$ cat src/rtl/rd_engine_sequencer.sv
// Sequencer in front of the AXI read master engine: launches N strided read runs, collects
// done/error/timeout and reports sticky status, a cycle count and an interrupt to the register block.
module rd_engine_sequencer #(
  parameter int unsigned ADDR_WIDTH = 64,
  parameter int unsigned CNT_WIDTH  = 48,
  parameter int unsigned GAP_CYCLES = 4
) (
  input  logic                  clk,
  input  logic                  rst_n,
  input  logic                  cfg_start,
  input  logic                  cfg_clear,
  input  logic [63:0]           cfg_source_address,
  input  logic [31:0]           cfg_addr_stride,
  input  logic [15:0]           cfg_loops,
  input  logic [31:0]           cfg_rd_number,
  input  logic [31:0]           cfg_rd_pattern,
  input  logic [31:0]           cfg_rd_init_data,
  input  logic                  cfg_wrap_mode,
  input  logic [3:0]            cfg_wrap_len,
  input  logic [31:0]           cfg_timeout,
  output logic                  engine_start_pulse,
  output logic [ADDR_WIDTH-1:0] source_address,
  output logic [31:0]           rd_pattern,
  output logic [31:0]           rd_number,
  output logic [31:0]           rd_init_data,
  output logic                  wrap_mode,
  output logic [3:0]            wrap_len,
  input  logic                  rd_done_pulse,
  input  logic [1:0]            rd_error,
  input  logic [63:0]           rd_error_info,
  output logic                  busy,
  output logic                  irq_pulse,
  output logic                  stat_done,
  output logic [1:0]            stat_error,
  output logic                  stat_timeout,
  output logic [63:0]           stat_error_info,
  output logic [15:0]           stat_iter,
  output logic [CNT_WIDTH-1:0]  stat_cycles
);

  localparam int unsigned GAP_W = (GAP_CYCLES > 1) ? $clog2(GAP_CYCLES) : 1;

  typedef enum logic [2:0] {
    S_IDLE   = 3'd0,
    S_LAUNCH = 3'd1,
    S_RUN    = 3'd2,
    S_GAP    = 3'd3,
    S_DONE   = 3'd4
  } state_t;

  state_t             state;
  logic [15:0]        iter_left;
  logic [31:0]        stride_r;
  logic [31:0]        timeout_r;
  logic [31:0]        timer;
  logic [GAP_W-1:0]   gap_cnt;

  // Sequencer FSM with all outputs registered alongside the state.
  always_ff @(posedge clk or negedge rst_n) begin
    if (!rst_n) begin
      state              <= S_IDLE;
      iter_left          <= '0;
      stride_r           <= '0;
      timeout_r          <= '0;
      timer              <= '0;
      gap_cnt            <= '0;
      engine_start_pulse <= 1'b0;
      source_address     <= '0;
      rd_pattern         <= '0;
      rd_number          <= '0;
      rd_init_data       <= '0;
      wrap_mode          <= 1'b0;
      wrap_len           <= '0;
      busy               <= 1'b0;
      irq_pulse          <= 1'b0;
      stat_done          <= 1'b0;
      stat_error         <= '0;
      stat_timeout       <= 1'b0;
      stat_error_info    <= '0;
      stat_iter          <= '0;
      stat_cycles        <= '0;
    end else begin
      engine_start_pulse <= 1'b0;
      irq_pulse          <= 1'b0;

      if (state != S_IDLE && stat_cycles != '1)
        stat_cycles <= stat_cycles + CNT_WIDTH'(1);

      case (state)
        S_IDLE: begin
          if (cfg_start) begin
            source_address  <= ADDR_WIDTH'(cfg_source_address);
            rd_pattern      <= cfg_rd_pattern;
            rd_number       <= cfg_rd_number;
            rd_init_data    <= cfg_rd_init_data;
            wrap_mode       <= cfg_wrap_mode;
            wrap_len        <= cfg_wrap_len;
            stride_r        <= cfg_addr_stride;
            timeout_r       <= cfg_timeout;
            iter_left       <= (cfg_loops == 16'd0) ? 16'd1 : cfg_loops;
            stat_error      <= '0;
            stat_timeout    <= 1'b0;
            stat_error_info <= '0;
            stat_iter       <= '0;
            stat_cycles     <= '0;
            busy            <= 1'b1;
            // With zero bursts the engine never signals done, so finish immediately.
            if (cfg_rd_number == 32'd0) begin
              state     <= S_DONE;
              irq_pulse <= 1'b1;
              stat_done <= 1'b1;
            end else begin
              state              <= S_LAUNCH;
              engine_start_pulse <= 1'b1;
              stat_done          <= 1'b0;
            end
          end else if (cfg_clear) begin
            stat_done       <= 1'b0;
            stat_error      <= '0;
            stat_timeout    <= 1'b0;
            stat_error_info <= '0;
            stat_iter       <= '0;
            stat_cycles     <= '0;
          end
        end

        S_LAUNCH: begin
          timer <= '0;
          state <= S_RUN;
        end

        S_RUN: begin
          if (rd_done_pulse) begin
            stat_iter  <= stat_iter + 16'd1;
            stat_error <= stat_error | rd_error;
            if (stat_error == 2'b00 && rd_error != 2'b00)
              stat_error_info <= rd_error_info;
            if (rd_error != 2'b00 || iter_left == 16'd1) begin
              state     <= S_DONE;
              irq_pulse <= 1'b1;
              stat_done <= 1'b1;
            end else begin
              iter_left <= iter_left - 16'd1;
              gap_cnt   <= GAP_W'(GAP_CYCLES - 1);
              state     <= S_GAP;
            end
          end else if (timeout_r != 32'd0 && (timer + 32'd1) == timeout_r) begin
            stat_timeout <= 1'b1;
            state        <= S_DONE;
            irq_pulse    <= 1'b1;
            stat_done    <= 1'b1;
          end else begin
            timer <= timer + 32'd1;
          end
        end

        S_GAP: begin
          if (gap_cnt == '0) begin
            source_address     <= source_address + ADDR_WIDTH'(stride_r);
            engine_start_pulse <= 1'b1;
            state              <= S_LAUNCH;
          end else begin
            gap_cnt <= gap_cnt - GAP_W'(1);
          end
        end

        S_DONE: begin
          busy  <= 1'b0;
          state <= S_IDLE;
        end

        default: begin
          busy  <= 1'b0;
          state <= S_IDLE;
        end
      endcase
    end
  end

endmodule

$ cat config.mk
export PLATFORM = sky130hd
export DESIGN_NAME = rd_engine_sequencer
export DESIGN_NICKNAME = d
export VERILOG_FILES = /design/src/rtl/rd_engine_sequencer.sv
export SDC_FILE = /design/constraint.sdc
export NUM_CORES = 1
export LEC_CHECK = 0
export ABC_AREA = 1
export CAP_MARGIN = 10
export CORE_AREA = 4 4 247 249
export CTS_CLUSTER_DIAMETER = 40
export DETAILED_ROUTE_END_ITERATION = 8
export DIE_AREA = 0 0 251 253
export PLACE_DENSITY = 0.67
export SYNTH_ARGS = -nofsm -noshare
export SYNTH_HDL_FRONTEND = slang
export SYNTH_SLANG_ARGS = --single-unit
$ cat constraint.sdc
create_clock -name clk -period 8 [get_ports clk]
set_input_delay 1.2 -clock clk [delete_from_list [all_inputs] [get_ports clk]]
set_output_delay 1.2 -clock clk [all_outputs]
set_load 0.01 [all_outputs]
After elaboration in Yosys (flattened, before gate mapping)
Cells that the tools add are included. Widths: inputs -> output; s select.

Register bits: 417. Input bits: 316. Output and inout bits: 300. Word-level logic and storage cells: 135.

Add/sub/neg operators: 6. Equality and inequality tests: 18. Muxes and demuxes: 60. Bitwise gates (word level): 2. Reduce and logical (&&, ||, !) cells: 28.

Operators by type and width (number): $mux 64 (6); $pmux 64 s2 (2); $mux 48 (4); $mux 16 (7); $add 64x32->64 (1); $mux 32 (2); $pmux 16 s2 (2); $pmux 32 s2 (1); $add 48x1->48 const B (1); $ne 48x48->1 const B (1); $add 32x1->32 const B (1); $eq 32x32->1 (1); $logic_not 32->1 (1); $reduce_bool 32->1 (1); $reduce_and 4->1 (5); $mux 3 (6); $ne 2x2->1 const B (9); $add 16x1->16 const B (1); $eq 16x1->1 const B (1); $logic_not 16->1 (1); $mux 1 (16); $sub 16x1->16 const B (1); $mux 2 (6); $pmux 3 s4 (1); other kinds (17) (36).

Logic depth before layout (Yosys ltp)
Gate-level depths: netlist of run 1.

Depth after elaboration: 6. Mapped depth: 20. Mapped depth without buffers: 19.

Worst setup path before layout of run 1
Ideal clock, no wire load.

Path kind: register to register. From: register source_address[0]. To: register source_address[58]. Setup time: 0.133 ns. Arrival time: 2.539 ns. Data required time: 7.867 ns. Path slack: 5.328 ns. Stages on the path, launching flop included: 16. Buffers on the path: 0. Period minus slack after synthesis: 2.672 ns. Cells stage by stage: dfrtp_1 > ha_1 > inv_1 > fa_1 > inv_1 > nand3_1 > nand2_1 > a21oi_1 > o21ai_0 > a21oi_1 > o21ai_0 > nand2_1 > nand3_1 > nand3_1 > nand2_1 > o21ai_0.

Word-level cells in the longest chain between the ends: 3.

Ends and longest elaborated chain: start: declaration (RTL line 22) `output logic [ADDR_WIDTH-1:0] source_address,`; start signal: assignment (RTL line 92) `source_address <= ADDR_WIDTH'(cfg_source_address);`; start signal: assignment (RTL line 159) `source_address <= source_address + ADDR_WIDTH'(stride_r);`; $add 64x32->64 (RTL line 159); $mux 64 (RTL line 158) `if (gap_cnt == '0) begin`; $pmux 64 s2 (RTL line 89) `case (state)`.

No other way between the ends. The select of a mux whose other input is x is not followed. A chain may end at the register's enable or synchronous reset.

Final worst setup path of run 1
From: input port cfg_start. To: register stat_cycles[0].

Word-level cells in the longest chain between the ends: 2.

Ends and longest elaborated chain: start: declaration (RTL line 10) `input logic cfg_start,`; $mux 48 (RTL line 91) `if (cfg_start) begin`; $mux 48 (RTL line 89); end signal: assignment (RTL line 87) `stat_cycles <= stat_cycles + CNT_WIDTH'(1);`; end: declaration (RTL line 38) `output logic [CNT_WIDTH-1:0] stat_cycles`.

No other way between the ends.

==> results of run 1 <==
==> kinds of logic (layout without fill, tap and decap cells) <==
group | count (synthesis) | in the layout
AO/OA/AOI/OAI | 470 | 470
XOR/XNOR | 63 | 63
adder cells (fa/ha/maj) | 39 | 39
buffers and inverters | 470 | 1145
flip-flops | 417 | 417
multiplexers | 117 | 117
other | 0 | 4
AND/OR/NAND/NOR | 1448 | 1448
==> metal layers <==
layer / vias to the layer above / part of all wire
met3: 179 / 0.074
met5: - / 0.00031
met1: 10728 / 0.41
li1: 11156 / -
met2: 887 / 0.47
met4: 4 / 0.044
==> power groups by stage <==
stage          sequential [mW]  clock, mW  combinational, mW
4_1_cts                   3.66       3.48               6.03
3_5_place_dp              3.67          0               5.99
6_report                  3.66       3.43               6.03
3_3_place_gp              3.66          0               5.95
2_1_floorplan             3.75          0               3.17
5_1_grt                   3.75       3.59               6.61
==> cells in the mapped netlist (all sizes together) (3+ instances only) <==
library cell / n
a211oi: 6
a21oi: 154
a31oi: 10
and3: 3
buf: 19
clkbuf: 80
dfrtp: 417
ha: 38
inv: 369
mux2: 117
nand2: 632
nand3: 254
nand3b: 11
nand4: 50
nor2: 389
nor3: 65
nor4: 22
o211ai: 12
o21a: 13
o21ai: 256
o21bai: 8
o22ai: 6
or2: 17
xnor2: 15
xnor3: 3
xor2: 44
==> worst register-to-register path: stages, from the launching register on <==
cell and delay (ns):
dfrtp_1 0.42, ha_1 0.21, nand2_1 0.14, nor2_4 0.19, nand3_1 0.23, o21bai_1 0.24
and2_1 0.17, nor2_1 0.04, nor2_1 0.10, nand2_1 0.05, nor2_1 0.21, nand3_1 0.23
nand3_1 0.15, nand2_1 0.70, nand2_1 0.30, nand2_1 0.08
==> state kept, by name, summed over array words and instances (netlist names), 32 cells and up <==
name	cells
source_address	64
stat_error_info	64
stat_cycles	48
rd_init_data	32
rd_number	32
rd_pattern	32
stride_r	32
timeout_r	32
timer	32
==> metrics by stage <==
stage	utilization	hold slack [ns]	instances
4_1_cts	0.5624	0.4844	4472
6_report	0.5625	0.4782	4476
3_3_place_gp	0.5156	0.4645	4331
2_1_floorplan	-	0.4451	3024
5_1_grt	0.5625	0.5035	4474
3_5_place_dp	0.5156	0.4718	4331
==> final timing paths <==
| kind | endpoint | depth (start not counted) | startpoint |
|---|---|---|---|
| worst min register to register | rd_number[8]$_DFFE_PN0P_ | 2 | rd_number[8]$_DFFE_PN0P_ |
| min in group asynchronous | timer[6]$_DFFE_PN0P_ | 1 | rst_n |
| worst max-delay path | stat_cycles[0]$_DFF_PN0_ | 7 | cfg_start |
| worst max register to register | timer[12]$_DFFE_PN0P_ | 15 | timer[0]$_DFFE_PN0P_ |
| worst min-delay path | rd_number[8]$_DFFE_PN0P_ | 2 | rd_number[8]$_DFFE_PN0P_ |
| max in group asynchronous | rd_pattern[21]$_DFFE_PN0P_ | 2 | rst_n |
==> final cells by class <==
type	count	area share
inverter	371	0.04218
multi-input combinational	2137	0.3378
timing repair buffer	633	0.1911
tap	773	0.02930
sequential	417	0.3161
antenna	4	0.0003032
clock inverter	42	0.01834
clock buffer	99	0.06489
==> summary.md, run 1 <==
| Metric | Value |
|---|---|
| Initial DRC count | 1831 |
| Post-Syn Nets | 3379 |
| Footprint of the multi-input gates | 11150 um2 |
| Port Buffers | 615 |
| Core ar. | 58690 um2 |
| Vias | 22954 |
| Grt met3 use | 0.06604 |
| GRT Overall Usage | 0.2649 |
| Clk_lat worst skew | 0.63 ns |
| DRT Pass-1 Iters | 5 |
| Design Power | 13.12 mW |
| GPL Wtd Cong | 0.9718 |
| VDD IR max | 0.2318 mV |
| Max Clock Freq | 257.3 MHz |
| Seq pwr share | 0.279 |
| Global route overflow | 0 |
| Commonest cells after routing, fill and taps aside | nand2_1, clkdlybuf4s50_1, dfrtp_1 |
| Post-CTS sizing | 0 |
| Pre-CTS WS | 3.495 ns |
| Routed Antenna Nets | 0 |
| Worst Path Required | 8.56 ns |
| Yosys reg bits | 417 |
| Height of the die | 253 um |
| Die Width | 251 um |
| Avg Synthesized Cell Area | 7.725 um2 |
| DP Area | 30260 um2 |
| Internal | 7.757 mW |
| Nets | 3993 |
| CP top delay family | buffers and inverters |
| Crit-path slowest cell | buf_4 |
| Yosys warns | 0 |
| Async SR Flop Fraction | 1.000 |
| Drt via density | 5.128 |
| Pwr Density | 397.5 nW/um2 |
| Crit path time final | 3.887 ns |
| First-pass GRT wire length | 131500 um |
| Logic pwr share | 0.460 |
| Sequential Area | 10440 um2 |
| Simple-Gate Fraction of Synth Area | 0.2660 |
| Share of layout cells above drive strength 1 | 0.08435 |
| Longest Clk Path Bufs | 3 |
| Clock slew seen by the registers of the worst setup and hold paths | 0.05 ns |
| Yosys top cell by area | dfrtp_1 |
| Clk_skew | 0.03325 ns |
| Finished Cell Area | 33010 um2 |
| Final setup fails | 0 |
| Worst-path cell chain | clkdlybuf4s50_1, o21ai_4, buf_4, inv_1, o21ai_0, o21ai_0, inv_1 |
| Complex-gate fraction of the synthesized area | 0.1065 |
| Met1 global-route usage | 0.3396 |
| MaxCap Viol Count | 0 |
| CP endpoint kind | register |
| Max Slew Vio Count | 0 |
| Final Hold Viols | 0 |
| DIE AREA | 63500 um2 |
| Adder-Cell Fraction of Synth Area | 0.02121 |
| Sw Pwr | 5.365 mW |
| Num rows | 89 |
| Ports | 616 |
| Mean routed wirelength per cell | 19.61 um |
| Main combinational cell family by area after synthesis | simple AND/OR/NAND/NOR gates |
| Crit share post-route | 0.4858 |
| Crit path DAT | 4.45 ns |
| Top Usage Layer GRT | met2 |
| Pleak | 14.42 nW |
| Synth top area cells | dfrtp_1, nand2_1, nor2_1 |
| H-tree depth | 3 |
| Buffers & Inverters on Critical Path | 4 |
| HPWL Detailed | 66680 um |
| Normalized max-slew margin | 0.2071 |
| Synth cell types | 49 |
| Total Neg Setup Slack | 0 ns |
| Crit start category | primary input |
| Initial Util | 0.3981 |
| Final WL | 87760 um |
| Kind of critical path | primary input to register |
| Unrepaired setup endpoints after global routing | false |
| Largest net degree at the start of global routing | 159 |
| CTS tree | built |
| Vias in the first global route | 22302 |
| Post-CTS Setup Inserts | 0 |
| Critical Path Max Stage Delay | 0.78 ns |
| Sequential cell area fraction in the yosys report | 0.4467 |
| Clk pwr share | 0.261 |
| Post-Syn Area | 23360 um2 |
| Post-route setup slack | 4.113 ns |
| Area added between synthesis and finish | 41.32% |
| Top cell type's share of synthesized area | 0.4467 |
| Fill cells | 5493 |
| Clock sink count | 417 |
| Hold buffer count at CTS | 0 |
| Initial antenna violation count | 5 |
| Register-to-register path setup slack | 4.40 ns |
| CTS Buf Count | 78 |
| Xor and xnor area share after synthesis | 0.02603 |
| Commonest non-fill, non-tap cell in the layout | nand2_1 |
| Post-synthesis mux area share | 0.05640 |
| Synthesized instance count | 3024 |
| Met2 usage | 0.4295 |
| Primary FF master, synth | dfrtp_1 |
| Worst hold path class | register to register |
| Status | finished, final reports clean |
| Switch share | 0.4088 |
| DRC | 0 |
| CTS Root Cell | clkbuf_16 |
| Worst-Margin Slew | 1.186 ns |
| Post-synth EDFFs | 0 |
| Crit path max fanout | 82 |
No activity file was read; power rests on OpenSTA's default activity.
==> run 2, diff against run 1 <==
clock period = 3.8 ns   (was 8 ns; I/O delays follow)
==> summary.md, run 2 (synthesis gave the netlist of run 1 again) <==
| Metric | Value |
|---|---|
| Worst hold path class | primary input to asynchronous set/reset pin |
| Top Layer Used | met5 |
| Clk_lat worst skew | 0.63 ns (about the same) |
| DRC | 0 (unchanged) |
| Final Hold Viols | 0 (unchanged) |
| Crit start category | register |
| CTS tree | built |
| Final setup fails | 0 (unchanged) |
| Clock slew seen by the registers of the worst setup and hold paths | 0.05 ns (about the same) |
| Unrepaired setup endpoints after global routing | false |
| Initial DRC count | 1794 (-2.0%) |
| Num rows | 89 (unchanged) |
| Max Slew Vio Count | 0 (unchanged) |
| Commonest non-fill, non-tap cell in the layout | nand2_1 |
| GRT Overall Usage | 0.2686 (+0.003713) |
| CP endpoint kind | register |
| DIE AREA | 63500 um2 (unchanged) |
| Ports | 616 (unchanged) |
| Initial Util | 0.3981 (unchanged) |
| Crit share post-route | 0.8112 |
| Initial antenna violation count | 9 (+4) |
| CTS Root Cell | clkbuf_16 |
| Total Neg Setup Slack | 0 ns (unchanged) |
| GPL Wtd Cong | 1.002 (+3.1%) |
| Drt via density | 5.150 (+0.43%) |
| Normalized max-slew margin | 0.3427 (+0.1355) |
| Pleak | 14.50 nW (+0.54%) |
| Post-CTS Setup Inserts | 0 (unchanged) |
| MaxCap Viol Count | 0 (unchanged) |
| Met2 wire len | 41290 um (+0.74%) |
| Vias in the first global route | 22767 (+2.1%) |
| Wl on met1 | 36000 um (-1.0%) |
| Pwr Density | 838.1 nW/um2 (+110%) |
| Global route overflow | 0 (unchanged) |
| Height of the die | 253 um (unchanged) |
| Worst-Margin Slew | 0.9846 ns (-0.2019 ns) |
| Crit path time final | 3.083 ns |
| Status | finished, final reports clean |
| Mean routed wirelength per cell | 19.69 um (+0.45%) |
| Crit-path slowest cell | o21ai_0 |
| CTS Buf Count | 80 (+2.6%) |
| Largest registers | source_address (64), stat_error_info (64), stat_cycles (48) |
| Area added between synthesis and finish | 42.06% |
| WL met3 | 6844 um (+4.9%) |
| Clock sink count | 417 (unchanged) |
| H-tree depth | 3 (unchanged) |
| Die Width | 251 um (unchanged) |
| Nets | 4007 (+0.35%) |
| Worst-path cell chain | ha_1, inv_1, fa_1, inv_1, nand3_1, nand2_1, a21oi_1, o21ai_0, buf_4, a21oi_1, o21ai_0, nand2_1, nand3_1, nand3_1, nand2_1, o21ai_0 |
| Max Clock Freq | 324.4 MHz |
| Core ar. | 58690 um2 (unchanged) |
| Largest net degree at the start of global routing | 157 (-1.3%) |
| Crit path max fanout | 5 (-94%) |
| Final cell utilization of the core | 0.5655 (+0.002942) |
| VDD IR max | 0.5487 mV (+140%) |
| Critical Path Max Stage Delay | 0.56 ns (-0.22 ns) |
| Final WL | 88520 um (+0.87%) |
| Crit path DAT | 3.55 ns (-0.90 ns) |
| Share of layout cells above drive strength 1 | 0.08775 (+0.003405) |
| Vias | 23151 (+0.86%) |
| Port Buffers | 615 (unchanged) |
| Longest Clk Path Bufs | 3 (unchanged) |
| Clk_skew | 0.02974 ns (-0.003506 ns) |
| Kind of critical path | register to register |
| Worst Path Required | 4.27 ns (-4.29 ns) |
| First-pass GRT wire length | 133800 um (+1.7%) |
| DRT Pass-1 Iters | 5 (unchanged) |
| HPWL Detailed | 67770 um (+1.6%) |
| Routed Antenna Nets | 0 (unchanged) |
| Commonest cells after routing, fill and taps aside | nand2_1, clkdlybuf4s50_1, dfrtp_1 |
-- run 2: timing repair --
action                                 CTS  global route
resized for setup                        0             0
endpoints found under the hold margin   50             0
hold buffers                             1             0
-- run 2: report_power, final --
group | switching [mW] | total (mW) | internal (mW)
sequential | 1.51 | 7.72 | 6.21
combinational | 7.31 | 12.8 | 5.54
clock | 2.61 | 7.24 | 4.64
-- run 2: final timing paths --
check / from / end / slack [ns] / depth (start not counted)
worst max-delay path: source_address[0]$_DFFE_PN0P_ / source_address[34]$_DFFE_PN0P_ / 0.72 / 16
worst min-delay path: rst_n / timeout_r[25]$_DFFE_PN0P_ / 0.48 / 2
worst max register to register: source_address[0]$_DFFE_PN0P_ / source_address[34]$_DFFE_PN0P_ / 0.72 / 16
worst min register to register: rd_number[18]$_DFFE_PN0P_ / rd_number[18]$_DFFE_PN0P_ / 0.48 / 2
max in group asynchronous: rst_n / stat_error_info[42]$_DFFE_PN0P_ / 2.38 / 3
min in group clk: rd_number[18]$_DFFE_PN0P_ / rd_number[18]$_DFFE_PN0P_ / 0.48 / 2
-- run 2: stage by stage --
stage          hold slack [ns]  power [mW]  instance area, um2  instances  worst slack [ns]
4_1_cts                 0.4761       27.92               33170       4488            0.7181
3_3_place_gp            0.4647       20.42               30400       4342            0.7763
6_report                0.4806       27.81               33190       4495            0.7173
2_1_floorplan           0.2744       14.57               23360       3024             1.128
3_5_place_dp            0.4723       20.48               30400       4342            0.7359
5_1_grt                 0.4950       29.58               33180       4493            0.4471
-- run 2: final cells by class --
class,count,area (um2)
Tap cell,773,967.2
Clock inverter,45,600.6
Sequential cell,417,10440
Fill cell,5338,25500
Multi-Input combinational cell,2137,11150
Clock buffer,100,2157
Inverter,371,1393
Timing Repair Buffer,645,6464
Antenna cell,7,17.52
-- run 2: per-layer routing --
layer  up-vias  global-route usage
met1     10841              0.3371
met5         -                   0
met3       208             0.07323
met2       904              0.4359
li1      11192                   -
met4         6              0.1211
-- run 2: critical path, delay by kind of cell (launching register included) --
family                   cells  cell delay [ns]
AO/OA/AOI/OAI                5             1.05
adder cells (fa/ha/maj)      2             0.59
buffers and inverters        3             0.31
flip-flops                   1             0.38
AND/OR/NAND/NOR              6             0.62
